==> config.mk <==
export PLATFORM = sky130hd
export DESIGN_NAME = tlb_req_issuer_flat
export DESIGN_NICKNAME = d
export VERILOG_FILES = /design/src/rtl/tlb_req_issuer_if.sv /design/src/rtl/tlb_req_issuer.sv /design/src/flat_wrapper.sv
export SDC_FILE = /design/constraint.sdc
export NUM_CORES = 1
export LEC_CHECK = 0
export ABC_AREA = 1
export BUFFER_PORTS_ARGS = -buffer_cell sky130_fd_sc_hd__buf_2
export CAP_MARGIN = 25
export CORE_UTILIZATION = 53
export DETAILED_ROUTE_END_ITERATION = 12
export PLACE_DENSITY = 0.87
export SLEW_MARGIN = 30
export SYNTH_ARGS = -nofsm -noshare
export SYNTH_HDL_FRONTEND = slang
export SYNTH_SLANG_ARGS = --single-unit
==> constraint.sdc <==
create_clock -name clk -period 3.3 [get_ports clk]
set_input_delay 0.66 -clock clk [delete_from_list [all_inputs] [get_ports clk]]
set_output_delay 0.66 -clock clk [all_outputs]
set_load 0.02 [all_outputs]
==> src/rtl/tlb_req_issuer_if.sv <==
// Handshake bundle for tlb_req_issuer: MEM request, shared-TLB lookup and translation response.
// slave is the issuer's view, master the surrounding pipeline/TLB view.
interface tlb_req_issuer_if #(
  parameter int VPN2_W = 19,
  parameter int PFN_W  = 20
);
  logic              flush;
  logic              req_valid;
  logic [31:0]       req_vaddr;
  logic              req_write;
  logic              pending_exc;
  logic              req_ready;

  logic              tlb_req;
  logic [VPN2_W-1:0] tlb_vpn2;
  logic              tlb_odd;
  logic              tlb_ack;
  logic              tlb_hit;
  logic              tlb_v;
  logic              tlb_d;
  logic [PFN_W-1:0]  tlb_pfn;
  logic [2:0]        tlb_c;

  logic              resp_valid;
  logic              resp_ready;
  logic [31:0]       paddr;
  logic              paddr_cached;
  logic [1:0]        tlb_exc;

  modport slave (
    input  flush, req_valid, req_vaddr, req_write, pending_exc,
    input  tlb_ack, tlb_hit, tlb_v, tlb_d, tlb_pfn, tlb_c, resp_ready,
    output req_ready, tlb_req, tlb_vpn2, tlb_odd,
    output resp_valid, paddr, paddr_cached, tlb_exc
  );

  modport master (
    output flush, req_valid, req_vaddr, req_write, pending_exc,
    output tlb_ack, tlb_hit, tlb_v, tlb_d, tlb_pfn, tlb_c, resp_ready,
    input  req_ready, tlb_req, tlb_vpn2, tlb_odd,
    input  resp_valid, paddr, paddr_cached, tlb_exc
  );
endinterface

==> src/rtl/tlb_req_issuer.sv <==
// Data-side TLB request stage (MEM): kseg0/1 bypass, shared-TLB handshake, registered result.
// Define TLB_REQ_UTLB_EN to add a one-entry micro-TLB that skips the lookup on a repeat page.
module tlb_req_issuer #(
  parameter int         VPN2_W   = 19,
  parameter int         PFN_W    = 20,
  parameter logic [2:0] CACHED_C = 3'd3
) (
  input  logic            clk,
  input  logic            rst,
  tlb_req_issuer_if.slave bus
);
  typedef enum logic [1:0] {IDLE, LOOKUP, DONE, DRAIN} state_t;
  typedef enum logic [1:0] {NO_EXC = 2'b00, REFILL = 2'b01, INVALID = 2'b10, MODIFIED = 2'b11} tlb_exc_t;
  typedef struct packed {
    logic [31:0] paddr;
    logic        cached;
    tlb_exc_t    exc;
  } resp_t;

  state_t            state;
  logic [VPN2_W-1:0] vpn2_q;
  logic              odd_q;
  logic [11:0]       off_q;
  logic              write_q;
  logic              tlb_req_q;
  logic              resp_valid_q;
  resp_t             resp_q;

  logic [VPN2_W-1:0] req_vpn2;
  logic              accept;
  logic              unmapped;
  resp_t             kseg_resp;
  resp_t             lookup_resp;
  resp_t             utlb_resp;
  logic              utlb_hit;

  function automatic tlb_exc_t exc_of(input logic hit, input logic v, input logic d, input logic wr);
    if (!hit)          return REFILL;
    else if (!v)       return INVALID;
    else if (wr && !d) return MODIFIED;
    else               return NO_EXC;
  endfunction

  assign req_vpn2 = bus.req_vaddr[31:32-VPN2_W];
  assign unmapped = (bus.req_vaddr[31:30] == 2'b10);
  // A pending exception must leave the access untouched so it reaches WB with the faulting instruction.
  assign accept   = (state == IDLE) && bus.req_valid && !bus.pending_exc && !bus.flush;

  always_comb begin
    kseg_resp        = '0;
    kseg_resp.paddr  = {3'b000, bus.req_vaddr[28:0]};
    kseg_resp.cached = !bus.req_vaddr[29];
    kseg_resp.exc    = NO_EXC;
  end

  always_comb begin
    lookup_resp        = '0;
    lookup_resp.paddr  = 32'({bus.tlb_pfn, off_q});
    lookup_resp.cached = (bus.tlb_c == CACHED_C);
    lookup_resp.exc    = exc_of(bus.tlb_hit, bus.tlb_v, bus.tlb_d, write_q);
  end

`ifdef TLB_REQ_UTLB_EN
  logic              utlb_vld;
  logic [VPN2_W-1:0] utlb_vpn2;
  logic              utlb_odd;
  logic [PFN_W-1:0]  utlb_pfn;
  logic              utlb_d;
  logic [2:0]        utlb_c;

  assign utlb_hit = utlb_vld && (utlb_vpn2 == req_vpn2) && (utlb_odd == bus.req_vaddr[12]);

  // Only hit&&v results are cached, so the dirty bit is the only exception source left on a utlb hit.
  always_comb begin
    utlb_resp        = '0;
    utlb_resp.paddr  = 32'({utlb_pfn, bus.req_vaddr[11:0]});
    utlb_resp.cached = (utlb_c == CACHED_C);
    utlb_resp.exc    = exc_of(1'b1, 1'b1, utlb_d, bus.req_write);
  end

  // CP0 TLB writes always flush, so flush is the only coherence event needed.
  always_ff @(posedge clk) begin
    if (rst || bus.flush) begin
      utlb_vld <= 1'b0;
    end else if (state == LOOKUP && bus.tlb_ack && bus.tlb_hit && bus.tlb_v) begin
      utlb_vld  <= 1'b1;
      utlb_vpn2 <= vpn2_q;
      utlb_odd  <= odd_q;
      utlb_pfn  <= bus.tlb_pfn;
      utlb_d    <= bus.tlb_d;
      utlb_c    <= bus.tlb_c;
    end
  end
`else
  assign utlb_hit  = 1'b0;
  assign utlb_resp = '0;
`endif

  always_ff @(posedge clk) begin
    if (rst) begin
      state        <= IDLE;
      vpn2_q       <= '0;
      odd_q        <= 1'b0;
      off_q        <= '0;
      write_q      <= 1'b0;
      tlb_req_q    <= 1'b0;
      resp_valid_q <= 1'b0;
      resp_q       <= '0;
    end else begin
      case (state)
        IDLE: begin
          if (accept) begin
            vpn2_q  <= req_vpn2;
            odd_q   <= bus.req_vaddr[12];
            off_q   <= bus.req_vaddr[11:0];
            write_q <= bus.req_write;
            if (unmapped) begin
              state        <= DONE;
              resp_valid_q <= 1'b1;
              resp_q       <= kseg_resp;
            end else if (utlb_hit) begin
              state        <= DONE;
              resp_valid_q <= 1'b1;
              resp_q       <= utlb_resp;
            end else begin
              state     <= LOOKUP;
              tlb_req_q <= 1'b1;
            end
          end
        end
        LOOKUP: begin
          if (bus.tlb_ack) begin
            tlb_req_q <= 1'b0;
            if (bus.flush) begin
              state <= IDLE;
            end else begin
              state        <= DONE;
              resp_valid_q <= 1'b1;
              resp_q       <= lookup_resp;
            end
          end else if (bus.flush) begin
            // The shared TLB cannot abort, so keep requesting until it acks and drop the answer.
            state <= DRAIN;
          end
        end
        DRAIN: begin
          if (bus.tlb_ack) begin
            state     <= IDLE;
            tlb_req_q <= 1'b0;
          end
        end
        DONE: begin
          if (bus.flush || bus.resp_ready) begin
            state        <= IDLE;
            resp_valid_q <= 1'b0;
          end
        end
        default: state <= IDLE;
      endcase
    end
  end

  assign bus.req_ready    = (state == IDLE);
  assign bus.tlb_req      = tlb_req_q;
  assign bus.tlb_vpn2     = vpn2_q;
  assign bus.tlb_odd      = odd_q;
  assign bus.resp_valid   = resp_valid_q;
  assign bus.paddr        = resp_q.paddr;
  assign bus.paddr_cached = resp_q.cached;
  assign bus.tlb_exc      = resp_q.exc;
endmodule
==> src/flat_wrapper.sv <==
// flat-port wrapper written by rule: the top's interface ports become plain ports
module tlb_req_issuer_flat 
#(
  parameter int         VPN2_W   = 19,
  parameter int         PFN_W    = 20,
  parameter logic [2:0] CACHED_C = 3'd3
)
  (clk, rst, bus_flush, bus_req_valid, bus_req_vaddr, bus_req_write, bus_pending_exc, bus_tlb_ack, bus_tlb_hit, bus_tlb_v, bus_tlb_d, bus_tlb_pfn, bus_tlb_c, bus_resp_ready, bus_req_ready, bus_tlb_req, bus_tlb_vpn2, bus_tlb_odd, bus_resp_valid, bus_paddr, bus_paddr_cached, bus_tlb_exc);
  tlb_req_issuer_if #(.VPN2_W(VPN2_W), .PFN_W(PFN_W)) bus_i ();
  input  logic clk;
  input  logic rst;
  input wire logic [$bits(bus_i.flush)-1:0] bus_flush;
  input wire logic [$bits(bus_i.req_valid)-1:0] bus_req_valid;
  input wire logic [$bits(bus_i.req_vaddr)-1:0] bus_req_vaddr;
  input wire logic [$bits(bus_i.req_write)-1:0] bus_req_write;
  input wire logic [$bits(bus_i.pending_exc)-1:0] bus_pending_exc;
  input wire logic [$bits(bus_i.tlb_ack)-1:0] bus_tlb_ack;
  input wire logic [$bits(bus_i.tlb_hit)-1:0] bus_tlb_hit;
  input wire logic [$bits(bus_i.tlb_v)-1:0] bus_tlb_v;
  input wire logic [$bits(bus_i.tlb_d)-1:0] bus_tlb_d;
  input wire logic [$bits(bus_i.tlb_pfn)-1:0] bus_tlb_pfn;
  input wire logic [$bits(bus_i.tlb_c)-1:0] bus_tlb_c;
  input wire logic [$bits(bus_i.resp_ready)-1:0] bus_resp_ready;
  output wire logic [$bits(bus_i.req_ready)-1:0] bus_req_ready;
  output wire logic [$bits(bus_i.tlb_req)-1:0] bus_tlb_req;
  output wire logic [$bits(bus_i.tlb_vpn2)-1:0] bus_tlb_vpn2;
  output wire logic [$bits(bus_i.tlb_odd)-1:0] bus_tlb_odd;
  output wire logic [$bits(bus_i.resp_valid)-1:0] bus_resp_valid;
  output wire logic [$bits(bus_i.paddr)-1:0] bus_paddr;
  output wire logic [$bits(bus_i.paddr_cached)-1:0] bus_paddr_cached;
  output wire logic [$bits(bus_i.tlb_exc)-1:0] bus_tlb_exc;
  assign bus_i.flush = bus_flush;
  assign bus_i.req_valid = bus_req_valid;
  assign bus_i.req_vaddr = bus_req_vaddr;
  assign bus_i.req_write = bus_req_write;
  assign bus_i.pending_exc = bus_pending_exc;
  assign bus_i.tlb_ack = bus_tlb_ack;
  assign bus_i.tlb_hit = bus_tlb_hit;
  assign bus_i.tlb_v = bus_tlb_v;
  assign bus_i.tlb_d = bus_tlb_d;
  assign bus_i.tlb_pfn = bus_tlb_pfn;
  assign bus_i.tlb_c = bus_tlb_c;
  assign bus_i.resp_ready = bus_resp_ready;
  assign bus_req_ready = bus_i.req_ready;
  assign bus_tlb_req = bus_i.tlb_req;
  assign bus_tlb_vpn2 = bus_i.tlb_vpn2;
  assign bus_tlb_odd = bus_i.tlb_odd;
  assign bus_resp_valid = bus_i.resp_valid;
  assign bus_paddr = bus_i.paddr;
  assign bus_paddr_cached = bus_i.paddr_cached;
  assign bus_tlb_exc = bus_i.tlb_exc;
  tlb_req_issuer #(.VPN2_W(VPN2_W), .PFN_W(PFN_W), .CACHED_C(CACHED_C)) u_core (.clk(clk), .rst(rst), .bus(bus_i));
endmodule
==> impl_results.md, run 1 <==
- Status: complete, no violations
- DRC: 0
- Die H: ~80 µm
- Tot GR Track Use: a little over a quarter
- Max clock buf depth: 2
- Final #Nets: 702
- Crit end category: register
- Largest cells by area after synthesis: dfxtp_1 44%, nand2_1 20%, nor2_1 17%, o21ai_0 5.8%, inv_1 4.6%
- FMAX: about 470 MHz
- Seq/Total Area, Yosys: 44.0%
- Mapped cell area: about 3300 µm²
- Slew Limit Headroom: between 40% and 50%
- Routability-driven placement congestion ratio: 0.838
- Fin crit share: between 60% and 70%
- # clock sinks: 72
- Fillers: 524
- Cts repair resizes: 0
- Power Density: 756 nW/µm²
- Die area: 6500 µm²
- Storage element area: roughly 1400 µm²
- Max stage delay on crit path: between 400 and 500 ps
- R2R Path Start: u_core.state[0]$_SDFFE_PP0P_
- Area leader, netlist: dfxtp_1
- Maxcap violations: 0
- Final setup violating endpoints: 0
- Cell variety after synth: 19
- Post-synthesis cell count: ~520
- CP endpoint: u_core.bus.paddr[19]$_SDFFE_PP0P_
- Syn nets: a little under 600
- Slowest CP cell: nand3_4
- WP buf/inv: 1
- Skew-Pair Late Insertion Delay: between 300 and 400 ps
- CP Cell Sequence: inv_2 -> nor2_4 -> nand2_1 -> nand2_1 -> nand3_4 -> nor2_1 -> nor2_1
- Synth top area share: between 40 and 50%
- Clock tree root buffer cell: clkbuf_8
- Setup CP Type: register to register
- Cell leakage power: roughly 0.0024 µW
- Clock Skew: between 5 and 6 ps
- Area of the multi-input gates: approximately 1500 µm²
- Fin Setup TNS: 0 ps
- Largest net degree at the start of global routing: 63
- Required @ worst endpoint: about 3500 ps
- Initial core utilization: between 50% and 60%
- RSZ-0062 raised after global routing: no
- First-pass GRT wire length: around 13000 µm
- DRT Pass-1 Iters: 4
- Area Growth Syn to Fin: 24.6%
- # IOs: between 100 and 150
- Peak supply drop: slightly above 0.0004 V
- Antenna-violating nets left: 0
- Die width: 80.6 µm
- R2R cell count: 7
- Ant diodes: 0
- Critical path launch point type: register
- Actual slew at the worst max-slew pin: slightly above 800 ps
- CTS tree: built
- YS warnings: 0
- Number of port buffers: around 120
- Initial antenna violation count: 0
- Global route total overflow: 0
- Final-report hold violation count: 0
- Layout cells sized above 1: 23.4%
- Dpl hpwl: approximately 5300 µm
- WL final: approximately 7900 µm
- Row count: 28
- Detailed Route Iter0 Violations: between 150 and 200
- Routed len/inst: roughly 11 µm
- Fin. max-slew vios: 0
- Vias: 3433
- R2R setup slack: around 1200 ps
- Via density: roughly 4.8
- Post-CTS Setup Inserts: 0
- Post-layout util: 68.6%
- Avg Cell Area, Syn: 6.27 µm²
- Synth Register Bits: slightly above 70
- Design Power: just over 3000 µW
- Hold WC Path Type: register to register
- Minimum clock period after layout: about 2100 ps
- Clock-pin slew on the worst setup and hold paths: around 70 ps
- WP data arrival: roughly 2300 ps
- Crit path from: u_core.state[0]$_SDFFE_PP0P_
- Placeable Area: about 6000 µm²
- CTS Hold Bufs: 0
- CP Max Fanout: 62
- Levels on crit path: 7
- CTS Buf Count: 9
- Vias in the first global route: ~3100
- Top delay family on crit path: simple AND/OR/NAND/NOR gates
- Max H-tree Level: 3
- Reg2reg end: u_core.bus.paddr[19]$_SDFFE_PP0P_
[metrics by stage]
stage | instance area [µm²] | instances | worst slack, ps | hold WS [ps]
2_1_floorplan | 3280 | 523 | 1740 | 477
3_3_place_gp | 3880 | 700 | 1080 | 461
3_5_place_dp | 3880 | 700 | 1060 | 463
4_1_cts | 4080 | 716 | 1170 | 480
5_1_grt | 4080 | 716 | 954 | 507
6_report | 4080 | 716 | 1180 | 482
[power breakdown]
part	total [µW]	leakage [µW]	internal, µW	switching (µW)
Clock	698	0.000103	389	309
Sequential	1150	0.000587	1050	98.7
Combinational	1240	0.00170	394	848
[registers in the layout (all words and copies together), names as in the netlist]
signal	count
u_core.state	2
u_core.bus.paddr_cached	1
u_core.bus.resp_valid	1
u_core.write_q	1
u_core.bus.tlb_vpn2	19
u_core.bus.tlb_req	1
u_core.off_q	12
u_core.bus.tlb_odd	1
u_core.bus.paddr	32
u_core.bus.tlb_exc	2
[cells in the final DEF (no fill, tap or decap)]
| master | count |
|---|---|
| nor2_1 | 149 |
| nand2_4 | 1 |
| buf_4 | 5 |
| nor2_2 | 1 |
| o21ai_0 | 38 |
| a21oi_1 | 5 |
| nand2_1 | 179 |
| clkbuf_1 | 2 |
| clkbuf_8 | 11 |
| clkinv_1 | 1 |
| nand3_4 | 1 |
| inv_2 | 3 |
| dfxtp_1 | 72 |
| bufinv_16 | 1 |
| clkinv_2 | 2 |
| nand4_1 | 1 |
| inv_1 | 39 |
| buf_2 | 123 |
| nand3_1 | 5 |
| nor2_4 | 2 |
[logic make-up (layout without fill, tap and decap cells)]
kind of cell,count (synthesis),after routing,share of synthesized area [%]
and+or+nand+nor,339,339,40.1
buffers and inverters,69,187,9.35
DFF,72,72,44.0
AOI/OAI and AO/OA,43,43,6.56
[per-layer routing]
metal	wire [µm]	track usage, %	part of all wire (%)
met1	3460	29.9	44
met2	3660	48.1	46
met3	674	7.05	8.5
met4	140	9.82	1.8
met5	0	0	0
[synthesized netlist by cell type]
cell type	number
clkbuf_1	8
buf_4	4
clkinv_1	1
buf_2	8
a21oi_1	5
buf_6	3
dfxtp_1	72
nand2_1	179
nand4_1	1
nor2_4	1
buf_1	3
nor2_2	2
nand3_4	1
inv_1	40
nand2_4	1
o21ai_0	38
inv_2	2
nand3_1	5
nor2_1	149
[layout make-up]
cell class	count	area share (%)
clock buffer	13	3.89
sequential	72	35.3
multi-input combinational	382	37.6
tap	75	2.30
inverter	43	3.95
timing repair buffer	128	16.0
clock inverter	3	0.980
[worst min path at each step]
stage / endpoint / start / cells past startpoint / slack (ps)
after floorplan: u_core.off_q[11]$_SDFFE_PP0P_ / u_core.off_q[11]$_SDFFE_PP0P_ / 2 / 480
after global placement: u_core.bus.resp_valid$_SDFFE_PP0P_ / u_core.bus.resp_valid$_SDFFE_PP0P_ / 2 / 460
after detailed placement: u_core.bus.tlb_req$_SDFFE_PP0P_ / u_core.bus.tlb_req$_SDFFE_PP0P_ / 2 / 460
after CTS: u_core.bus.tlb_req$_SDFFE_PP0P_ / u_core.bus.tlb_req$_SDFFE_PP0P_ / 2 / 480
after global routing: u_core.bus.paddr[31]$_SDFFE_PP0P_ / u_core.bus.paddr[31]$_SDFFE_PP0P_ / 2 / 510
final: u_core.bus.resp_valid$_SDFFE_PP0P_ / u_core.bus.resp_valid$_SDFFE_PP0P_ / 2 / 480
[tightest hold or removal path, delay by kind of cell (launching register included)]
family	cells	cell delay [ps]
DFF	1	320
and+or+nand+nor	1	80
AOI/OAI and AO/OA	1	40
Note: power is estimated with default switching activity, not from simulation.
==> inputs of run 2 (changes only) <==
--- a/config.mk
+++ b/config.mk
@@ -8,9 +8,9 @@
 export ABC_AREA = 1
 export BUFFER_PORTS_ARGS = -buffer_cell sky130_fd_sc_hd__buf_2
 export CAP_MARGIN = 25
-export CORE_UTILIZATION = 53
+export CORE_UTILIZATION = 49
 export DETAILED_ROUTE_END_ITERATION = 12
-export PLACE_DENSITY = 0.87
+export PLACE_DENSITY = 0.82
 export SLEW_MARGIN = 30
 export SYNTH_ARGS = -nofsm -noshare
 export SYNTH_HDL_FRONTEND = slang
==> constraint.sdc (replaced) <==
create_clock -name clk -period 2.2 [get_ports clk]
set_input_delay 0.44 -clock clk [delete_from_list [all_inputs] [get_ports clk]]
set_output_delay 0.44 -clock clk [all_outputs]
set_load 0.02 [all_outputs]
==> impl_results.md, run 2 (synthesis results as in run 1) <==
- Clock-pin slew on the worst setup and hold paths: 70 ps
- Ant diodes: 0
- Skew-Pair Late Insertion Delay: 330 ps
- Cts repair resizes: 0
- Cell leakage power: between 0.002 and 0.0025 µW
- Largest net degree at the start of global routing: 63
- Reg power frac: 37.9%
- Max H-tree Level: 3
- Post-CTS Setup Inserts: 0
- Max clock buf depth: 2
- Routability-driven placement congestion ratio: ~0.87
- Fin Setup TNS: 0 ps
- P_sw: between 1500 and 2000 µW
- Flip-flop count of the largest register after layout: 32
- Setup CP Type: register to register
- Crit end category: register
- RSZ-0062 raised after global routing: no
- FMAX: ~570 MHz
- Antenna-violating nets left: 0
- Dpl ws: approximately 470 ps
- CP Max Fanout: between 60 and 70
- Slew Limit Headroom: 61.6%
- Routed len/inst: between 10 and 15 µm
- Fillers: about 600
- # IOs: 124
- Number of port buffers: 123
- Area Growth Syn to Fin: 25.0%
- Die width: 83.8 µm
- Post-route setup slack: 449 ps
- WL final: roughly 8000 µm
- Placeable Area: roughly 6400 µm²
- Row count: 29
- Clock tree root buffer cell: clkbuf_8
- Dpl hpwl: 5350 µm
- First-pass GRT wire length: 13500 µm
- Clock Skew: approximately 5.2 ps
- Hold WC Path Type: input port to register
- # clock sinks: 72
- Minimum clock period after layout: 1750 ps
- Final setup violating endpoints: 0
- CTS Hold Bufs: 0
- Logic pwr share: 41.1%
- Critical path launch point type: register
- Global route total overflow: 0
- Peak supply drop: 0.000634 V
- WHS: between 300 and 400 ps
- Tot GR Track Use: about a quarter
- CTS tree: built
- CTS Buf Count: 9
- DRT Pass-1 Iters: 4
- Detailed Route Iter0 Violations: about 160
- Actual slew at the worst max-slew pin: 575 ps
- Die area: 7020 µm²
- Fin. max-slew vios: 0
- DRC: 0
- Power Density: ~1100 nW/µm²
- Maxcap violations: 0
- Via density: 4.69
- Internal power: approximately 2700 µW
- Switching part of the total: about two fifths
- Vias in the first global route: just over 3000
- Vias: between 3000 and 4000
- Initial antenna violation count: 0
- WP data arrival: just over 2000 ps
- Die H: between 80 and 90 µm
- Final #Nets: slightly above 700
- Layout cells sized above 1: about a quarter
- Commonest cells after routing, fill and taps aside: 179 x nand2_1, 149 x nor2_1, 123 x buf_2, 72 x dfxtp_1, 39 x inv_1
- Required @ worst endpoint: between 2000 and 2500 ps
- Clock share of power: a little over a fifth
- Fin crit share: 79.6%
- Initial core utilization: around 51%
- Final-report hold violation count: 0
- Commonest non-fill, non-tap cell in the layout: nand2_1
- Status: complete, no violations
## run 2: cell count changes in the layout (fill, tap and decap cells not counted)
| cell | delta |
|---|---|
| buf_4 | +1 |
| clkinv_1 | -1 |
| buf_12 | +1 |
| clkinv_2 | +1 |
| bufinv_16 | -1 |
| clkbuf_8 | +1 |
| inv_2 | +1 |
| clkbuf_1 | -1 |
## run 2: per-stage QoR
| step | util, % | instances | cell area [µm²] | power (µW) |
|---|---|---|---|---|
| floorplan | - | 523 | 3280 | 3120 |
| global placement | 61.3 | 704 | 3920 | 3590 |
| detailed placement | 61.3 | 704 | 3920 | 3620 |
| CTS | 64.2 | 720 | 4100 | 4600 |
| global route | 64.2 | 720 | 4100 | 4910 |
| finish | 64.2 | 720 | 4100 | 4550 |
## run 2: final cells by class
cell class	instances	area (µm²)	share of cell area [%]
tap	77	96.3	2.35
clock inverter	3	15.0	0.366
sequential	72	1440	35.2
clock buffer	13	169	4.12
inverter	43	161	3.94
timing repair buffer	130	681	16.6
multi-input combinational	382	1540	37.5
## run 2: layer usage
metal	up-vias	track usage [%]	wire (µm)
met3	13	5.14	473
li1	1789	-	-
met1	1470	28.0	3680
met5	-	0	0
met2	104	41.6	3680
met4	0	8.17	129
## run 2: power by group through the flow
stage,combinational [µW],sequential [µW],clock (µW)
after floorplan,1110,2010,0
after global placement,1850,1740,0
after detailed placement,1880,1750,0
after CTS,1890,1720,984
after global routing,2110,1750,1040
final,1870,1720,958
## run 2: worst paths after layout
| kind | start | end | slack [ps] | cells after the start |
|---|---|---|---|---|
| setup / recovery | u_core.state[0]$_SDFFE_PP0P_ | u_core.bus.paddr[1]$_SDFFE_PP0P_ | 450 | 9 |
| setup reg to reg | u_core.state[0]$_SDFFE_PP0P_ | u_core.bus.paddr[1]$_SDFFE_PP0P_ | 450 | 9 |
| hold / removal | bus_req_vaddr[18] | u_core.bus.tlb_vpn2[5]$_SDFFE_PP0P_ | 340 | 3 |
| hold reg to reg | u_core.bus.paddr[29]$_SDFFE_PP0P_ | u_core.bus.paddr[29]$_SDFFE_PP0P_ | 480 | 2 |
## run 2: worst max-delay path, cell delays in order, from the launching register on
cell     delay [ps]
dfxtp_1         440
inv_2            90
nor2_4          360
nand2_1         110
nand2_1         130
nand3_4          80
buf_12          190
nand2_1         100
nand2_1          60
nor2_1           90
